## config.mk

```make
export PLATFORM = sky130hd
export DESIGN_NAME = spi_reg_writer
export DESIGN_NICKNAME = d
export VERILOG_FILES = /design/src/rtl/spi_reg_writer.sv
export SDC_FILE = /design/constraint.sdc
export NUM_CORES = 1
export LEC_CHECK = 0
export ABC_CLOCK_PERIOD_IN_PS = 3100
export CAP_MARGIN = 20
export CORE_ASPECT_RATIO = 1.1
export CORE_MARGIN = 2
export CORE_UTILIZATION = 30
export DETAILED_ROUTE_END_ITERATION = 6
export PLACE_DENSITY = 0.61
export SLEW_MARGIN = 15
export SYNTH_ARGS = -nofsm -noshare
export SYNTH_HDL_FRONTEND = slang
export SYNTH_SLANG_ARGS = --single-unit
export TNS_END_PERCENT = 10
```

## constraint.sdc

```tcl
create_clock -name clk -period 3.1 [get_ports clk]
set_clock_uncertainty 0.15 [all_clocks]
set_input_delay 0.93 -clock clk [delete_from_list [all_inputs] [get_ports clk]]
set_output_delay 0.93 -clock clk [all_outputs]
set_load 0.005 [all_outputs]
```

## src/rtl/spi_reg_writer.sv

```systemverilog
// spi_reg_writer: SPI mode-0 write-only target. It decodes 16-bit host frames
// ({write, addr[6:0], data[7:0]}, MSB first) into the control registers used by
// pwm_peripheral. All SPI pins are asynchronous and are synchronised into clk.
module spi_reg_writer #(
  parameter int SYNC_STAGES = 2,
  parameter int NUM_REGS    = 5
) (
  input  logic       clk,
  input  logic       rst,
  input  logic       sclk,
  input  logic       copi,
  input  logic       ncs,
  output logic [7:0] en_reg_out_7_0,
  output logic [7:0] en_reg_out_15_8,
  output logic [7:0] en_reg_pwm_7_0,
  output logic [7:0] en_reg_pwm_15_8,
  output logic [7:0] pwm_duty_cycle,
  output logic       wr_strobe,
  output logic       frame_err
);

  localparam int AW = (NUM_REGS > 1) ? $clog2(NUM_REGS) : 1;

  // Synchroniser chains; the last stage is the clk-domain view of each pin.
  logic [SYNC_STAGES-1:0] sclk_sync;
  logic [SYNC_STAGES-1:0] copi_sync;
  logic [SYNC_STAGES-1:0] ncs_sync;
  logic                   sclk_d;
  logic                   ncs_d;

  logic sclk_s;
  logic copi_s;
  logic ncs_s;
  logic sclk_rise;
  logic ncs_fall;
  logic ncs_rise;

  // Frame capture state.
  logic [15:0]   shift_q;
  logic [4:0]    bit_cnt;
  logic          armed;
  logic          commit_pend;
  logic          err_pend;
  logic [AW-1:0] commit_addr;
  logic [7:0]    commit_data;
  logic [7:0]    regs [NUM_REGS];

  logic addr_ok;

  assign sclk_s    = sclk_sync[SYNC_STAGES-1];
  assign copi_s    = copi_sync[SYNC_STAGES-1];
  assign ncs_s     = ncs_sync[SYNC_STAGES-1];
  assign sclk_rise = sclk_s & ~sclk_d;
  assign ncs_fall  = ~ncs_s & ncs_d;
  assign ncs_rise  = ncs_s & ~ncs_d;
  assign addr_ok   = (32'(shift_q[14:8]) < NUM_REGS);

  // Input synchronisers plus one edge-detect flop; reset to the idle bus state.
  always_ff @(posedge clk or posedge rst) begin
    if (rst) begin
      sclk_sync <= '0;
      copi_sync <= '0;
      ncs_sync  <= '1;
      sclk_d    <= 1'b0;
      ncs_d     <= 1'b1;
    end else begin
      sclk_sync <= {sclk_sync[SYNC_STAGES-2:0], sclk};
      copi_sync <= {copi_sync[SYNC_STAGES-2:0], copi};
      ncs_sync  <= {ncs_sync[SYNC_STAGES-2:0], ncs};
      sclk_d    <= sclk_s;
      ncs_d     <= ncs_s;
    end
  end

  // Frame decode: ncs edges take priority over a coincident sclk edge, and a
  // decoded frame is applied one clk later so the register and its strobe
  // change together on the same edge.
  always_ff @(posedge clk or posedge rst) begin
    if (rst) begin
      shift_q     <= '0;
      bit_cnt     <= '0;
      armed       <= 1'b0;
      commit_pend <= 1'b0;
      err_pend    <= 1'b0;
      commit_addr <= '0;
      commit_data <= '0;
      wr_strobe   <= 1'b0;
      frame_err   <= 1'b0;
      for (int i = 0; i < NUM_REGS; i++) regs[i] <= '0;
    end else begin
      wr_strobe   <= commit_pend;
      frame_err   <= err_pend;
      commit_pend <= 1'b0;
      err_pend    <= 1'b0;
      if (commit_pend) regs[commit_addr] <= commit_data;

      if (ncs_fall) begin
        shift_q <= '0;
        bit_cnt <= '0;
        armed   <= 1'b1;
      end else if (ncs_rise && armed) begin
        armed <= 1'b0;
        if (bit_cnt == 5'd16) begin
          // Reads and out-of-range addresses are dropped without any pulse.
          if (shift_q[15] && addr_ok) begin
            commit_pend <= 1'b1;
            commit_addr <= shift_q[AW+7:8];
            commit_data <= shift_q[7:0];
          end
        end else begin
          err_pend <= 1'b1;
        end
      end else if (sclk_rise && !ncs_s && armed) begin
        shift_q <= {shift_q[14:0], copi_s};
        if (bit_cnt != 5'd17) bit_cnt <= bit_cnt + 5'd1;
      end
    end
  end

  assign en_reg_out_7_0  = regs[0];
  assign en_reg_out_15_8 = regs[1];
  assign en_reg_pwm_7_0  = regs[2];
  assign en_reg_pwm_15_8 = regs[3];
  assign pwm_duty_cycle  = regs[4];

endmodule

```

==> impl_metrics.py <==
metrics = {
    "worst_setup_path": {
        "cp_max_fo": 2,
        "r2r_setup_slack_ps": 1070,
        "required_ps": 2020,
        "slowest_stage": "clkdlybuf4s50_1",
        "reg2reg_to": "commit_addr[0]$_DFFE_PP0P_",
        "critPathCaptureType": "output pin",
        "slowest_delay_ps": 510,
        "reg2reg_depth": 4,
        "crit_cells": 1,
        "criticalPathCategory": "reg2out",
        "worst-path-buf-inv": 1,
        "cp-endpoint": "en_reg_out_7_0[7]",
        "critPathArrivalTime_ps": 1200,
        "crit_chain": "clkdlybuf4s50_1",
        "startpoint": "en_reg_out_7_0[7]$_DFFE_PP0P_",
        "cp-start-kind": "flip-flop",
        "path_delay_family": "buffers and inverters",
        "r2r-start": "shift_q[11]$_DFFE_PP0P_",
    },
    "pwr": {
        "p_total_mw": 2.25,
        "p_per_area_mw_per_mm2": 523,
        "p_leak_nw": 1.98,
        "ir_drop_mv": 0.237,
    },
    "timing": {
        "maxSlewViolCount": 0,
        "timing.hold.ws_ps": 196,
        "worst_slew_pin_slew_ps": 854,
        "period_share": 0.735,
        "finalSetupTns_ps": 0,
        "setup_viol": 0,
        "slew_headroom": 0.427,
        "rsz0062_at_grt": "false",
        "final_hold_viol_count": 0,
        "period_minus_slack_ps": 2280,
        "fmax_mhz": 439,
    },
    "grt": {
        "grt-ovfl-total": 0,
        "antenna_found_initial": 0,
        "grt_usage": 0.110,
        "grt_max_degree": 33,
        "first_global_vias": 2022,
        "grt_pass1_wl_um": 10300,
    },
    "detailed_routing": {
        "routed_wl_um": 6040,
        "viasPerCell": 4.48,
        "drt-initial-drc-count": 90,
        "wl_per_cell_um": 13.5,
        "first_pass_iters": 4,
        "vias": 2005,
        "ant_nets": 0,
        "drc": 0,
    },
    "synth": {
        "synth_cell_types": 35,
        "syn_area_sq_mm": 0.00332,
        "synth_area_per_cell_sq_um": 13.7,
        "seq_area_frac_synth": 0.642,
        "syn-num-nets": 250,
        "synth.top_cell.area_share": 0.618,
        "postSynthCellCount": 242,
        "yosys.area.top_type": "dfrtp_1",
        "synth_area_leaders": "dfrtp_1 62%, mux2_2 14%, mux2_4 4.5%",
        "yosys_register_bits": 85,
        "yosys_warnings": 0,
    },
    "run_status": {
        "status": "complete, no violations",
    },
    "die": {
        "dieArea_sq_mm": 0.0119,
        "floorplan.initialDensity": 0.306,
        "rows": 40,
        "core_area_sq_mm": 0.0109,
        "die_x_um": 104,
        "io_pins": 47,
        "chipHeight_um": 114,
    },
    "flow_run": {
        "max_cap_violations": 0,
    },
    "placed_design": {
        "placed_cells": 432,
        "place.detailed.hpwl_um": 4180,
        "port_buffers": 46,
        "gp_congestion": 0.699,
        "postPlaceCellArea_sq_mm": 0.00400,
    },
    "clocking": {
        "cts-root-buf": "clkbuf_16",
        "clkSinkCount": 85,
        "cts_buffer_depth": 2,
        "cts_tree": "yes",
        "postCtsHoldBufs": 0,
        "cts.clk_slew.worst_paths_ps": 60,
        "htree_levels": 3,
        "insertion_delay_ps": 330,
        "cts_buffers": 9,
        "post-cts-setup-buffers": 0,
        "ctsResizeCount": 0,
    },
    "final_layout": {
        "num_antenna_cells": 0,
        "multi_input_comb_area_sq_mm": 0.00113,
        "nets": 304,
        "final-instance-count-excl-fill": 448,
        "finalInstanceArea_sq_mm": 0.00430,
        "area_delta_synth_final_pct": 29.6,
        "seq_area_sq_mm": 0.00213,
        "fillCellCount": 1037,
        "drive_above_1_share": 0.276,
    },
    "worst_hold_path": {
        "hp-class": "reg2reg",
    },
}
[routing by layer]
| layer | part of all wire | track usage | up-vias |
|---|---|---|---|
| met4 | 0.0098 | 0.0432 | 0 |
| met1 | 0.45 | 0.135 | 1020 |
| met5 | 0 | 0 | - |
| met2 | 0.51 | 0.182 | 31 |
| li1 | - | - | 949 |
| met3 | 0.035 | 0.0347 | 5 |
[cell usage in the layout, fill, tap and decap left out, types with 3 or more instances in the layout]
cell type / instances
a21oi_1: 16
buf_4: 4
clkbuf_16: 9
clkdlybuf4s50_1: 46
clkinvlp_4: 4
dfrtp_1: 82
dfstp_2: 3
ha_1: 3
inv_1: 5
mux2_2: 42
mux2_4: 10
nand2_1: 37
nand3_1: 3
nor2_1: 5
nor2b_1: 3
[synth_stat cells]
| library cell | instances |
|---|---|
| dfrtp_1 | 82 |
| mux2_2 | 42 |
| nand2_1 | 37 |
| a21oi_1 | 16 |
| mux2_4 | 10 |
| clkbuf_1 | 7 |
| inv_1 | 6 |
| nor2_1 | 5 |
| dfstp_2 | 3 |
| ha_1 | 3 |
| nand3_1 | 3 |
| nor2b_1 | 3 |
| nor3_1 | 2 |
| xnor2_1 | 2 |
| a2111oi_0 | 1 |
| a211oi_1 | 1 |
| a22o_1 | 1 |
| and3b_1 | 1 |
| buf_1 | 1 |
| buf_6 | 1 |
| maj3_1 | 1 |
| nand2b_1 | 1 |
| nand3b_1 | 1 |
| nand4_1 | 1 |
| nor3_2 | 1 |
| nor3b_2 | 1 |
| nor4_1 | 1 |
| nor4_2 | 1 |
| nor4bb_1 | 1 |
| o21a_1 | 1 |
| o21bai_1 | 1 |
| o311ai_0 | 1 |
| or2_2 | 1 |
| or4_4 | 1 |
| xor2_1 | 1 |
[worst min path at each step]
stage	slack, ps	start	cells past startpoint	to
global route	200	copi_sync[0]$_DFF_PP0_	0	copi_sync[1]$_DFF_PP0_
global placement	180	copi_sync[0]$_DFF_PP0_	0	copi_sync[1]$_DFF_PP0_
floorplan	180	copi_sync[0]$_DFF_PP0_	0	copi_sync[1]$_DFF_PP0_
detailed placement	190	copi_sync[0]$_DFF_PP0_	0	copi_sync[1]$_DFF_PP0_
CTS	200	copi_sync[0]$_DFF_PP0_	0	copi_sync[1]$_DFF_PP0_
finish	200	copi_sync[0]$_DFF_PP0_	0	copi_sync[1]$_DFF_PP0_
[kinds of logic after synthesis]
family          Yosys count  share of synthesized area
flops                    85                      0.642
fa+ha+maj                 4                     0.0143
mux                      52                      0.188
simple gates             61                     0.0901
xor+xnor                  3                    0.00792
buf+inv                  15                     0.0192
compound gates           22                     0.0388
[power breakdown]
part	internal, mW	leakage [nW]	total (mW)	switching [mW]
Sequential	1.12	1.16	1.13	0.00752
Combinational	0.0211	0.681	0.0601	0.0390
Clock	0.629	0.136	1.06	0.432
Total	1.77	1.98	2.25	0.478
[state kept, by name, summed over array words and instances (netlist names)]
| signal | cells |
|---|---|
| sclk_sync | 2 |
| commit_pend | 1 |
| copi_sync | 2 |
| en_reg_pwm_15_8 | 8 |
| ncs_sync | 2 |
| sclk_d | 1 |
| en_reg_pwm_7_0 | 8 |
| commit_addr | 3 |
| en_reg_out_7_0 | 8 |
| en_reg_out_15_8 | 8 |
| wr_strobe | 1 |
| armed | 1 |
| commit_data | 8 |
| ncs_d | 1 |
| err_pend | 1 |
| pwm_duty_cycle | 8 |
| bit_cnt | 5 |
| frame_err | 1 |
| shift_q | 16 |
[stage by stage]
| stage | util | worst slack [ps] |
|---|---|---|
| after floorplan | - | 1040 |
| after global placement | 0.369 | 947 |
| after detailed placement | 0.369 | 927 |
| after CTS | 0.396 | 801 |
| after global routing | 0.396 | 759 |
| final | 0.396 | 822 |
[final cells by class]
class	count	area share
clock buffer	10	0.0532
clock inverter	6	0.0163
inverter	6	0.00611
multi-input combinational	142	0.263
sequential	85	0.495
tap	147	0.0428
timing repair buffer	52	0.123
(Power assumes the default switching activity.)
